<file path="src/rtl/atb_sink.sv">
// ATB slave-side trace sink: FIFO-buffered beats drained on a valid/ready port,
// plus flush handshake and periodic syncreq (compiled in with ATB_SINK_SYNCREQ_EN).
module atb_sink #(
  parameter int unsigned DEPTH       = 8,
  parameter int unsigned SYNC_PERIOD = 256
) (
  input  logic        atclk,
  input  logic        atresetn,
  input  logic        atclken,
  input  logic        atvalid,
  output logic        atready,
  input  logic [31:0] atdata,
  input  logic [2:0]  atbytes,
  input  logic [6:0]  atid,
  output logic        afvalid,
  input  logic        afready,
  output logic        syncreq,
  input  logic        flush_req,
  output logic        flush_done,
  output logic        out_valid,
  input  logic        out_ready,
  output logic [31:0] out_data,
  output logic [2:0]  out_bytes,
  output logic [6:0]  out_id,
  output logic        proto_err
);

  localparam int unsigned AW = (DEPTH > 1) ? $clog2(DEPTH) : 1;
  localparam int unsigned CW = AW + 1;
  localparam logic [CW-1:0] FULL = CW'(DEPTH);

  typedef enum logic [1:0] {
    IDLE,
    FLUSH,
    DRAIN
  } state_t;

  logic [41:0]   mem_q [DEPTH];
  logic [AW-1:0] wr_ptr_q, rd_ptr_q;
  logic [CW-1:0] count_q, count_d;
  logic          atready_q;
  logic          proto_err_q;
  logic          afvalid_q;
  logic          flush_done_q;
  state_t        state_q;

  logic          accept, legal, push, pop;
  logic [41:0]   head;

  always_comb begin
    accept  = atclken & atvalid & atready_q;
    legal   = (atbytes != 3'd0) && (atbytes <= 3'd4);
    push    = accept & legal;
    pop     = (count_q != '0) & out_ready;
    count_d = count_q;
    if (push && !pop) begin
      count_d = count_q + CW'(1);
    end else if (pop && !push) begin
      count_d = count_q - CW'(1);
    end
  end

  always_ff @(posedge atclk) begin
    if (push) begin
      mem_q[wr_ptr_q] <= {atdata, atbytes, atid};
    end
  end

  always_ff @(posedge atclk or negedge atresetn) begin
    if (!atresetn) begin
      wr_ptr_q     <= '0;
      rd_ptr_q     <= '0;
      count_q      <= '0;
      atready_q    <= 1'b0;
      proto_err_q  <= 1'b0;
      afvalid_q    <= 1'b0;
      flush_done_q <= 1'b0;
      state_q      <= IDLE;
    end else begin
      if (push) wr_ptr_q <= wr_ptr_q + AW'(1);
      if (pop)  rd_ptr_q <= rd_ptr_q + AW'(1);
      count_q   <= count_d;
      atready_q <= (count_d < FULL);
      if (accept && !legal) proto_err_q <= 1'b1;
      flush_done_q <= 1'b0;
      case (state_q)
        IDLE: begin
          if (flush_req) begin
            state_q   <= FLUSH;
            afvalid_q <= 1'b1;
          end
        end
        FLUSH: begin
          // a beat accepted on this same edge is already in count_d, so it drains as pre-flush
          if (atclken && afready) begin
            state_q   <= DRAIN;
            afvalid_q <= 1'b0;
          end
        end
        DRAIN: begin
          if (count_d == '0) begin
            state_q      <= IDLE;
            flush_done_q <= 1'b1;
          end
        end
        default: state_q <= IDLE;
      endcase
    end
  end

`ifdef ATB_SINK_SYNCREQ_EN
  localparam int unsigned SW = $clog2(SYNC_PERIOD) + 1;

  logic [SW-1:0] sync_cnt_q, sync_sum;
  logic          syncreq_q;

  assign sync_sum = sync_cnt_q + SW'(atbytes);

  always_ff @(posedge atclk or negedge atresetn) begin
    if (!atresetn) begin
      sync_cnt_q <= '0;
      syncreq_q  <= 1'b0;
    end else if (atclken) begin
      syncreq_q <= 1'b0;
      if (push) begin
        if (sync_sum >= SW'(SYNC_PERIOD)) begin
          sync_cnt_q <= '0;
          syncreq_q  <= 1'b1;
        end else begin
          sync_cnt_q <= sync_sum;
        end
      end
    end
  end

  assign syncreq = syncreq_q;
`else
  // SYNC_PERIOD is never 0, so this is a constant 0 that still references the parameter
  assign syncreq = (SYNC_PERIOD == 0);
`endif

  assign head       = mem_q[rd_ptr_q];
  assign out_valid  = (count_q != '0);
  assign out_data   = out_valid ? head[41:10] : '0;
  assign out_bytes  = out_valid ? head[9:7]   : '0;
  assign out_id     = out_valid ? head[6:0]   : '0;
  assign atready    = atready_q;
  assign afvalid    = afvalid_q;
  assign flush_done = flush_done_q;
  assign proto_err  = proto_err_q;

endmodule

</file>
<file path="config.mk">
export PLATFORM = sky130hd
export DESIGN_NAME = atb_sink
export DESIGN_NICKNAME = d
export VERILOG_FILES = /design/src/rtl/atb_sink.sv
export SDC_FILE = /design/constraint.sdc
export NUM_CORES = 1
export LEC_CHECK = 0
export CORE_MARGIN = 2
export CORE_UTILIZATION = 60
export DETAILED_ROUTE_END_ITERATION = 6
export HOLD_SLACK_MARGIN = 0.02
export PLACE_DENSITY_LB_ADDON = 0.12
export SLEW_MARGIN = 20
export SYNTH_ARGS = -nofsm -noshare
export SYNTH_HDL_FRONTEND = slang
export SYNTH_SLANG_ARGS = --single-unit
</file>
<file path="constraint.sdc">
create_clock -name atclk -period 14.3 [get_ports atclk]
set_input_delay 2.145 -clock atclk [delete_from_list [all_inputs] [get_ports atclk]]
set_output_delay 2.145 -clock atclk [all_outputs]
set_load 0.01 [all_outputs]
</file>
### Yosys cells after proc, flatten, opt, wreduce, memory -nomap -nowiden

Memory sizes are Yosys's and may differ from the RTL's.
Index checks and enable logic that the tools add are counted.

* flip-flop bits (word level): 16
* memory bits (writable): 336
* input bits: 49
* output and inout bits: 48
* word-level logic and storage cells: 55
* memories: 1

Memory list
* mem_q: depth 8, bits a word 42, rd ports 1, clocked after memory_dff 0, write ports 1, RTL line 38 `logic [41:0] mem_q [DEPTH];`

* add/subtract/negate cells: 4
* order comparisons: 2
* eq/ne operators: 5
* mux-type cells: 16
* bitwise operators: 4
* reduce and logical (&&, ||, !) cells: 15

Operator list (count)
* 2-to-1 mux 32 bit: 1
* 2-to-1 mux 4 bit: 2
* 2-to-1 mux 7 bit: 1
* adder 3 x 1 -> 3 bit, second input constant: 2
* 2-to-1 mux 1 bit: 6
* 2-to-1 mux 2 bit: 3
* inequality test 2 bit, second input constant: 3
* case mux 2 bit (3 select lines): 1
* AND reduction 3 bit: 2
* logical AND 1 bit: 5
* adder 4 x 1 -> 4 bit, second input constant: 1
* bitwise AND 1 bit: 4
* logical NOT 4 bit: 1
* less-than comparator 4 bit, second input constant: 1
* nonzero test 4 bit: 1
* subtractor 4 x 1 -> 4 bit, second input constant: 1
* <= comparator 3 bit, second input constant: 1
* logical NOT 1 bit: 3
* 2-to-1 mux 3 bit: 1
* nonzero test 3 bit: 1
* equality test 2 x 1 -> 1 bit, second input constant: 1
* equality test 2 bit, second input constant: 1
* logical NOT 2 bit: 1
* case mux 1 bit (2 select lines): 1
* nonzero test 2 bit: 1

### Logic depth before layout (Yosys ltp)

Gate-level depths: netlist of run 1.

* depth in word-level cells: 10
* gate-level depth with buffers: 10
* gate-level depth less buffers: 9

### Worst setup path after synthesis of run 1

OpenSTA, ideal clock, no wires.

* kind: input-to-reg
* start: input atbytes[1]
* end: memory mem_q[4][0] (enable)
* library setup time: 0.561 ns
* data arrival time: 7.325 ns
* data required time: 13.739 ns
* path slack: 6.414 ns
* cell stages on the path: 4
* path buffers: 1
* cell sequence: o21a_1 or3_1 buf_4 nor4b_1

* longest elaborated chain between the ends: 5
* elaborated cells between the ends (all ways): 6
* classes of those cells: order compare (1); mux (2); bitwise (1); reduce/logical (2)

RTL lines
* start: declaration: RTL line 13 `input logic [2:0] atbytes,`
* <= comparator 3 bit / nonzero test 3 bit (equally long branches): RTL line 52 `legal = (atbytes != 3'd0) && (atbytes <= 3'd4);`
* logical AND 1 bit *: RTL line 52
* bitwise AND 1 bit *: RTL line 53 `push = accept & legal;`
* 2-to-1 mux 1 bit *: RTL line 64 `if (push) begin`
* 2-to-1 mux 1 bit (not written as such) *: RTL line 65 `mem_q[wr_ptr_q] <= {atdata, atbytes, atid};`
* end: declaration: RTL line 38

Every way passes the cells marked *; elsewhere a longest branch is shown, timed or not.

### Worst setup path after layout of run 1

* start: register rd_ptr_q[0]
* end: output out_id[6]

* longest elaborated chain between the ends: 2

RTL lines
* start: declaration: RTL line 39 `logic [AW-1:0] wr_ptr_q, rd_ptr_q;`
* start signal: assignment: RTL line 81 `if (pop) rd_ptr_q <= rd_ptr_q + AW'(1);`
* memory (8 x 42 bit)
* 2-to-1 mux 7 bit: RTL line 146 `assign out_id = out_valid ? head[6:0] : '0;`
* end: declaration: RTL line 24 `output logic [6:0] out_id,`

Every way passes these cells.

==> results of run 1 <==
[power by group through the flow]
stage               Combinational, uW  Sequential, uW  Clock [uW]
finish                            874            1300         908
global route                      943            1320         966
CTS                               889            1310         925
detailed placement                883            1330           0
global placement                  866            1320           0
floorplan                         608            1230           0
[logic make-up after synthesis]
| family | synth area share (%) |
|---|---|
| buffers and inverters | 1.14 |
| and+or+nand+nor | 2.72 |
| other | 0.0276 |
| xor gates and xnor gates | 0.571 |
| adders and majority gates | 0.368 |
| DFF | 77.2 |
| AOI/OAI and AO/OA | 0.856 |
| muxes | 17.2 |
[critical path: cells and delay by family (launching register included)]
kind                   cells  cell delay [ns]
multiplexers               2             0.82
buffers and inverters      2             1.16
flip-flops                 1             0.87
AND/OR/NAND/NOR            1             0.10
[cells in the final DEF, fill, tap and decap left out, drive strengths merged, types with 5 or more instances in the layout]
master / Yosys / routed
edfxtp: 336 / 336
clkinv: 0 / 9
nand2: 9 / 9
buf: 12 / 17
dfrtp: 16 / 16
mux4: 84 / 84
nor2: 45 / 45
clkdlybuf4s50: 0 / 95
clkbuf: 20 / 48
xnor2: 6 / 6
inv: 5 / 5
mux2i: 43 / 43
nor3: 6 / 6
[per-layer routing]
layer	share of wire, %	vias to the layer above
li1	-	2782
met5	0	-
met3	7.0	42
met2	51	198
met4	2.2	0
met1	40	3244
[per-stage QoR]
step,utilization [%],hold slack [ns]
floorplan,-,0.420
global route,71.8,0.504
finish,71.8,0.483
global placement,66.6,0.436
CTS,71.8,0.472
detailed placement,66.7,0.451
[flip-flops by register name, indices dropped and copies added (netlist names)]
| register | count |
|---|---|
| afvalid | 1 |
| atready | 1 |
| count_q | 4 |
| flush_done | 1 |
| mem_q | 336 |
| proto_err | 1 |
| rd_ptr_q | 3 |
| state_q | 2 |
| wr_ptr_q | 3 |
[worst max path at each step]
stage / to
floorplan: mem_q[4][0]
global placement: out_bytes[0]
CTS: out_id[6]
finish: out_id[6]
global route: out_id[6]
detailed placement: out_id[6]
[area by class of cell]
class / count / area, um^2
clock inverter: 14 / 174
multi-input combinational: 230 / 3000
timing repair buffer: 112 / 1090
antenna: 1 / 2.50
inverter: 5 / 18.8
clock buffer: 48 / 977
sequential: 352 / 10500
tap: 285 / 357
fill: 1330 / 6320
==> tab_implementation.tex, run 1 <==
\begin{tabular}{lr}
\hline
Metric & Value \\
\hline
\multicolumn{2}{l}{\textbf{Floorplan}} \\
Count of standard-cell rows & 55 \\
Core region area & 0.0224 mm\^{}2 \\
Overall die height & 155 um \\
Die W & 155 um \\
IO Pins & 97 \\
Starting density of the core & 60.6\% \\
Die area & 0.0239 mm\^{}2 \\
\multicolumn{2}{l}{\textbf{Timing}} \\
Final critical delay including setup and external delays & 5.64 ns \\
Clock skew & 0.00831 ns \\
Count of final hold-check violations & 0 \\
Slew margin rel. & 36.8\% \\
Top achievable clock speed & 177 MHz \\
PnR worst setup slack & 8.66 ns \\
Worst Max-Slew Pin Slew & 0.947 ns \\
Final-layout setup total negative slack & 0 ns \\
Setup repair after global routing missed its margin & no \\
Final period utilization & 39.4\% \\
Number of pins exceeding their max-slew limit in the final report & 0 \\
Setup-failing EPs final & 0 \\
\multicolumn{2}{l}{\textbf{Yosys}} \\
Synth Area per Inst & 22.0 um\^{}2 \\
Sequential element share of the synthesized area & 77.2\% \\
Yosys warning total & 0 \\
Cell types with the highest counts after synthesis & edfxtp\_1 (336), mux4\_2 (84), nor2\_1 (45) \\
Number of distinct library cells after synthesis & 42 \\
Post-Syn Instances & 619 \\
Count of flip-flops with a built-in enable after synthesis & 336 \\
Total of flip-flops plus latches after synthesis & 352 \\
Area contributors post-synth & edfxtp\_1 (74\%), mux4\_2 (14\%), mux2i\_1 (3.2\%) \\
FFs w/ async S/R, synth & 4.55\% \\
Cell type with the largest total area after synthesis & edfxtp\_1 \\
Net Count, Synth & 672 \\
Area share of the largest cell type after synthesis & 74.2\% \\
Netlist area before placement & 0.0136 mm\^{}2 \\
Top FF cell, synth & edfxtp\_1 \\
Leading cell type by number of instances after synthesis & edfxtp\_1 \\
\multicolumn{2}{l}{\textbf{Clocking}} \\
Maximum buffer depth of the clock tree & 3 \\
Post-cts resize count & 0 \\
Deepest level of the CTS H-tree & 2 \\
CTS Root Buffer Type & clkbuf\_16 \\
Clock sink count & 352 \\
CTS tree & done \\
Setup bufs post-CTS & 0 \\
Post-CTS clock slew at the launch and capture registers of the worst setup and hold paths & 0.06 ns \\
Total CTS buffers & 35 \\
Clock network latency to the later pin of the worst-skew pair & 0.51 ns \\
Hold\_buf cts & 0 \\
\multicolumn{2}{l}{\textbf{Run status}} \\
Result of the run & finished, final reports clean \\
\multicolumn{2}{l}{\textbf{Placed design}} \\
Weighted congestion reported at the end of routability-driven placement & 0.748 \\
Detailed placer's ending HPWL & 13,900 um \\
Dpl cell area & 0.0150 mm\^{}2 \\
Number of port buffers & 95 \\
Cell count after placement & 984 \\
Setup slack after placement & 8.81 ns \\
\multicolumn{2}{l}{\textbf{Critical path}} \\
Category of the worst setup path capture point & output pin \\
Maximum fanout along the worst path & 53 \\
Req. time, crit path & 12.15 ns \\
Worst reg2reg startpoint & count\_q[0] \\
Crit path launch & rd\_ptr\_q[0] \\
Slack of the worst reg-to-reg path & 10.95 ns \\
Cells along the critical path & buf\_6 -> mux4\_2 -> mux2i\_1 -> nor2\_1 -> clkdlybuf4s50\_1 \\
R2R depth & 11 \\
CP peak stage delay & 0.87 ns \\
Critical register-to-register path endpoint & flush\_done \\
CP max-delay cell & dfrtp\_4 \\
Startpoint-to-endpoint class of the critical path & flop to output pin \\
Data arrival time at the worst-slack endpoint & 3.50 ns \\
Kind of launch point of the worst setup path & flop \\
\multicolumn{2}{l}{\textbf{Hold path}} \\
Startpoint of the lowest-slack hold path & state\_q[1] \\
Min-Delay Endpoint & state\_q[0] \\
Depth of the worst hold-timing path & 1 \\
Type of the most critical hold path & flop to flop \\
\multicolumn{2}{l}{\textbf{Pwr}} \\
Relative contribution of sequential cells to total power & 42.2\% \\
Net switching power of the design & 841 uW \\
P\_leak & 0.00528 uW \\
Internal power & 2240 uW \\
Proportion of total power due to net switching & 27.3\% \\
Logic gate share of total power & 28.3\% \\
Pwr/cell area & 191 mW/mm\^{}2 \\
Peak supply drop & 0.000146 V \\
Overall power consumption & 3080 uW \\
Proportion of power drawn by the clock network & 29.4\% \\
\multicolumn{2}{l}{\textbf{Finish}} \\
Post-layout instance count excluding filler cells & 1,047 \\
Fraction of final layout cells sized beyond drive strength 1 & 22.1\% \\
Number of nets in the layout & 789 \\
Final instance area & 0.0161 mm\^{}2 \\
Layout Area Growth over Synthesis & 18.5\% \\
\multicolumn{2}{l}{\textbf{Global routing}} \\
First-pass GRT wire length & 39,400 um \\
Most heavily used metal layer in global routing & met2 \\
Number of global-route vias before repair & 6,699 \\
Global-route track usage on met3 & 4.20\% \\
Initial antenna violation count & 1 \\
GR Util met2 & 37.4\% \\
Met1 Usage GRT & 30.4\% \\
Largest net degree at the start of global routing & 55 \\
Overall overflow remaining after global route & 0 \\
Total Routing Usage GR & 22.3\% \\
\multicolumn{2}{l}{\textbf{Route}} \\
Average via count per standard cell & 5.98 \\
Aggregate routed wire length & 25,400 um \\
Remaining design rule violation count & 0 \\
Via Count & 6,266 \\
Antenna violation net count after detailed routing & 0 \\
First drt pass iteration count & 4 \\
Number of DRC violations after detailed-routing iteration 0 & 485 \\
Average wire per standard cell & 24.3 um \\
\multicolumn{2}{l}{\textbf{Job}} \\
Maximum Capacitance Violations & 0 \\
\hline
\end{tabular}
Note: power is estimated with default switching activity, not from simulation.
==> run 2, diff against run 1 <==
- CORE_UTILIZATION: 60 -> 58
- clock period: 14.3 -> 5.45 ns (I/O delays scaled with it)
==> tab_implementation.tex, run 2 (same netlist as run 1, synthesis figures left out) <==
\begin{tabular}{lr}
\hline
Metric & Value \\
\hline
\multicolumn{2}{l}{\textbf{Global routing}} \\
First-pass GRT wire length & 38,700 um \\
Overall overflow remaining after global route & 0 \\
Number of global-route vias before repair & 6,748 \\
Total Routing Usage GR & 21.4\% \\
Initial antenna violation count & 0 \\
Largest net degree at the start of global routing & 72 \\
\multicolumn{2}{l}{\textbf{Clocking}} \\
Hold\_buf cts & 0 \\
Total CTS buffers & 36 \\
Post-CTS clock slew at the launch and capture registers of the worst setup and hold paths & 0.06 ns \\
Clock sink count & 352 \\
CTS Root Buffer Type & clkbuf\_16 \\
CTS tree & done \\
Maximum buffer depth of the clock tree & 3 \\
Setup bufs post-CTS & 0 \\
Deepest level of the CTS H-tree & 2 \\
Clock network latency to the later pin of the worst-skew pair & 0.51 ns \\
Post-cts resize count & 0 \\
\multicolumn{2}{l}{\textbf{Pwr}} \\
P\_leak & 0.00532 uW \\
Peak supply drop & 0.000351 V \\
Overall power consumption & 8020 uW \\
Pwr/cell area & 496 mW/mm\^{}2 \\
\multicolumn{2}{l}{\textbf{Placed design}} \\
Number of port buffers & 95 \\
Detailed placer's ending HPWL & 14,500 um \\
Dpl cell area & 0.0151 mm\^{}2 \\
Weighted congestion reported at the end of routability-driven placement & 0.754 \\
\multicolumn{2}{l}{\textbf{Floorplan}} \\
Starting density of the core & 58.4\% \\
Core region area & 0.0233 mm\^{}2 \\
Die area & 0.0247 mm\^{}2 \\
Overall die height & 157 um \\
IO Pins & 97 \\
Count of standard-cell rows & 56 \\
Die W & 157 um \\
\multicolumn{2}{l}{\textbf{Route}} \\
Via Count & 6,330 \\
Number of DRC violations after detailed-routing iteration 0 & 447 \\
First drt pass iteration count & 4 \\
Aggregate routed wire length & 25,100 um \\
Average wire per standard cell & 23.0 um \\
Antenna violation net count after detailed routing & 0 \\
Average via count per standard cell & 5.81 \\
Remaining design rule violation count & 0 \\
\multicolumn{2}{l}{\textbf{Critical path}} \\
CP peak stage delay & 1.13 ns \\
Crit path launch & rd\_ptr\_q[1] \\
CP max-delay cell & dfrtp\_4 \\
Startpoint-to-endpoint class of the critical path & flop to output pin \\
Maximum fanout along the worst path & 71 \\
Cells along the critical path & buf\_4 -> mux4\_2 -> mux2i\_1 -> nor2\_1 -> clkdlybuf4s50\_1 \\
Req. time, crit path & 4.63 ns \\
Worst reg2reg startpoint & count\_q[0] \\
Kind of launch point of the worst setup path & flop \\
Data arrival time at the worst-slack endpoint & 3.24 ns \\
Category of the worst setup path capture point & output pin \\
\multicolumn{2}{l}{\textbf{Timing}} \\
Top achievable clock speed & 247 MHz \\
Worst Max-Slew Pin Slew & 1.05 ns \\
Setup-failing EPs final & 0 \\
Final critical delay including setup and external delays & 4.05 ns \\
Clock skew & 0.0177 ns \\
Slew margin rel. & 30.1\% \\
WHS & 0.483 ns \\
Count of final hold-check violations & 0 \\
Number of pins exceeding their max-slew limit in the final report & 0 \\
Final period utilization & 74.4\% \\
Setup repair after global routing missed its margin & no \\
\multicolumn{2}{l}{\textbf{Finish}} \\
Fraction of final layout cells sized beyond drive strength 1 & 23.4\% \\
Number of nets in the layout & 797 \\
Layout Area Growth over Synthesis & 19.0\% \\
Registers with the highest flip-flop counts & mem\_q (336), count\_q (4) \\
Post-layout utilization of the core & 69.6\% \\
Most frequent cells in the layout & edfxtp\_1 (336), clkdlybuf4s50\_1 (95), mux4\_2 (84), nor2\_1 (44), mux2i\_1 (43) \\
Register bank with the most flops & mem\_q \\
Number of flip-flops under the largest register name & 336 \\
Final instance area & 0.0162 mm\^{}2 \\
Commonest non-fill, non-tap cell in the layout & edfxtp\_1 \\
\multicolumn{2}{l}{\textbf{Run status}} \\
Result of the run & finished, final reports clean \\
\multicolumn{2}{l}{\textbf{Job}} \\
Maximum Capacitance Violations & 0 \\
\multicolumn{2}{l}{\textbf{Hold path}} \\
Type of the most critical hold path & flop to flop \\
Startpoint of the lowest-slack hold path & state\_q[1] \\
\hline
\end{tabular}
run 2: stage by stage:
| stage | setup TNS (ns) | setup WS [ns] | std cells |
|---|---|---|---|
| 6_report | 0 | 1.40 | 1090 |
| 5_1_grt | 0 | 1.21 | 1089 |
| 3_5_place_dp | 0 | 1.54 | 1025 |
| 4_1_cts | 0 | 1.31 | 1089 |
| 3_3_place_gp | 0 | 1.63 | 1025 |
| 2_1_floorplan | -123.76 | -1.11 | 619 |
run 2: final cells by class:
| cell class | instances | area [um^2] |
|---|---|---|
| fill | 1491 | 7080 |
| clock inverter | 24 | 166 |
| inverter | 5 | 18.8 |
| sequential | 352 | 10500 |
| timing repair buffer | 119 | 1160 |
| tap | 319 | 399 |
| multi-input combinational | 230 | 3000 |
| antenna | 1 | 2.50 |
| clock buffer | 40 | 937 |
run 2: power breakdown:
group	total, uW	internal, uW	leakage [uW]	switching [uW]
registers	3450	3100	0.00321	354
logic	2280	1360	0.00155	917
clock network	2290	1330	0.000553	956
total	8020	5790	0.00532	2230
run 2: path summary, 6_finish.rpt:
path | endpoint | slack, ns | cells past startpoint
max | out_data[29] | 1.40 | 5
max in group asynchronous | rd_ptr_q[2] | 4.14 | 1
min reg2reg | state_q[0] | 0.48 | 1
min in group asynchronous | afvalid | 0.75 | 1
min | state_q[0] | 0.48 | 1
max reg2reg | flush_done | 2.44 | 9
run 2: critical path, delay by kind of cell, from the launching register on:
kind,cells,cell delay [ns]
mux,2,0.54
buf+inv,2,0.95
simple gates,1,0.09
flops,1,1.13
run 2: layer usage:
metal / share of wire, % / up-vias / track usage [%] / routed length, um
met1: 41 / 3300 / 28.8 / 10200
li1: - / 2804 / - / -
met2: 51 / 192 / 36.2 / 12900
met5: 0 / - / 0 / 0
met3: 6.2 / 34 / 4.57 / 1560
met4: 1.7 / 0 / 5.41 / 435
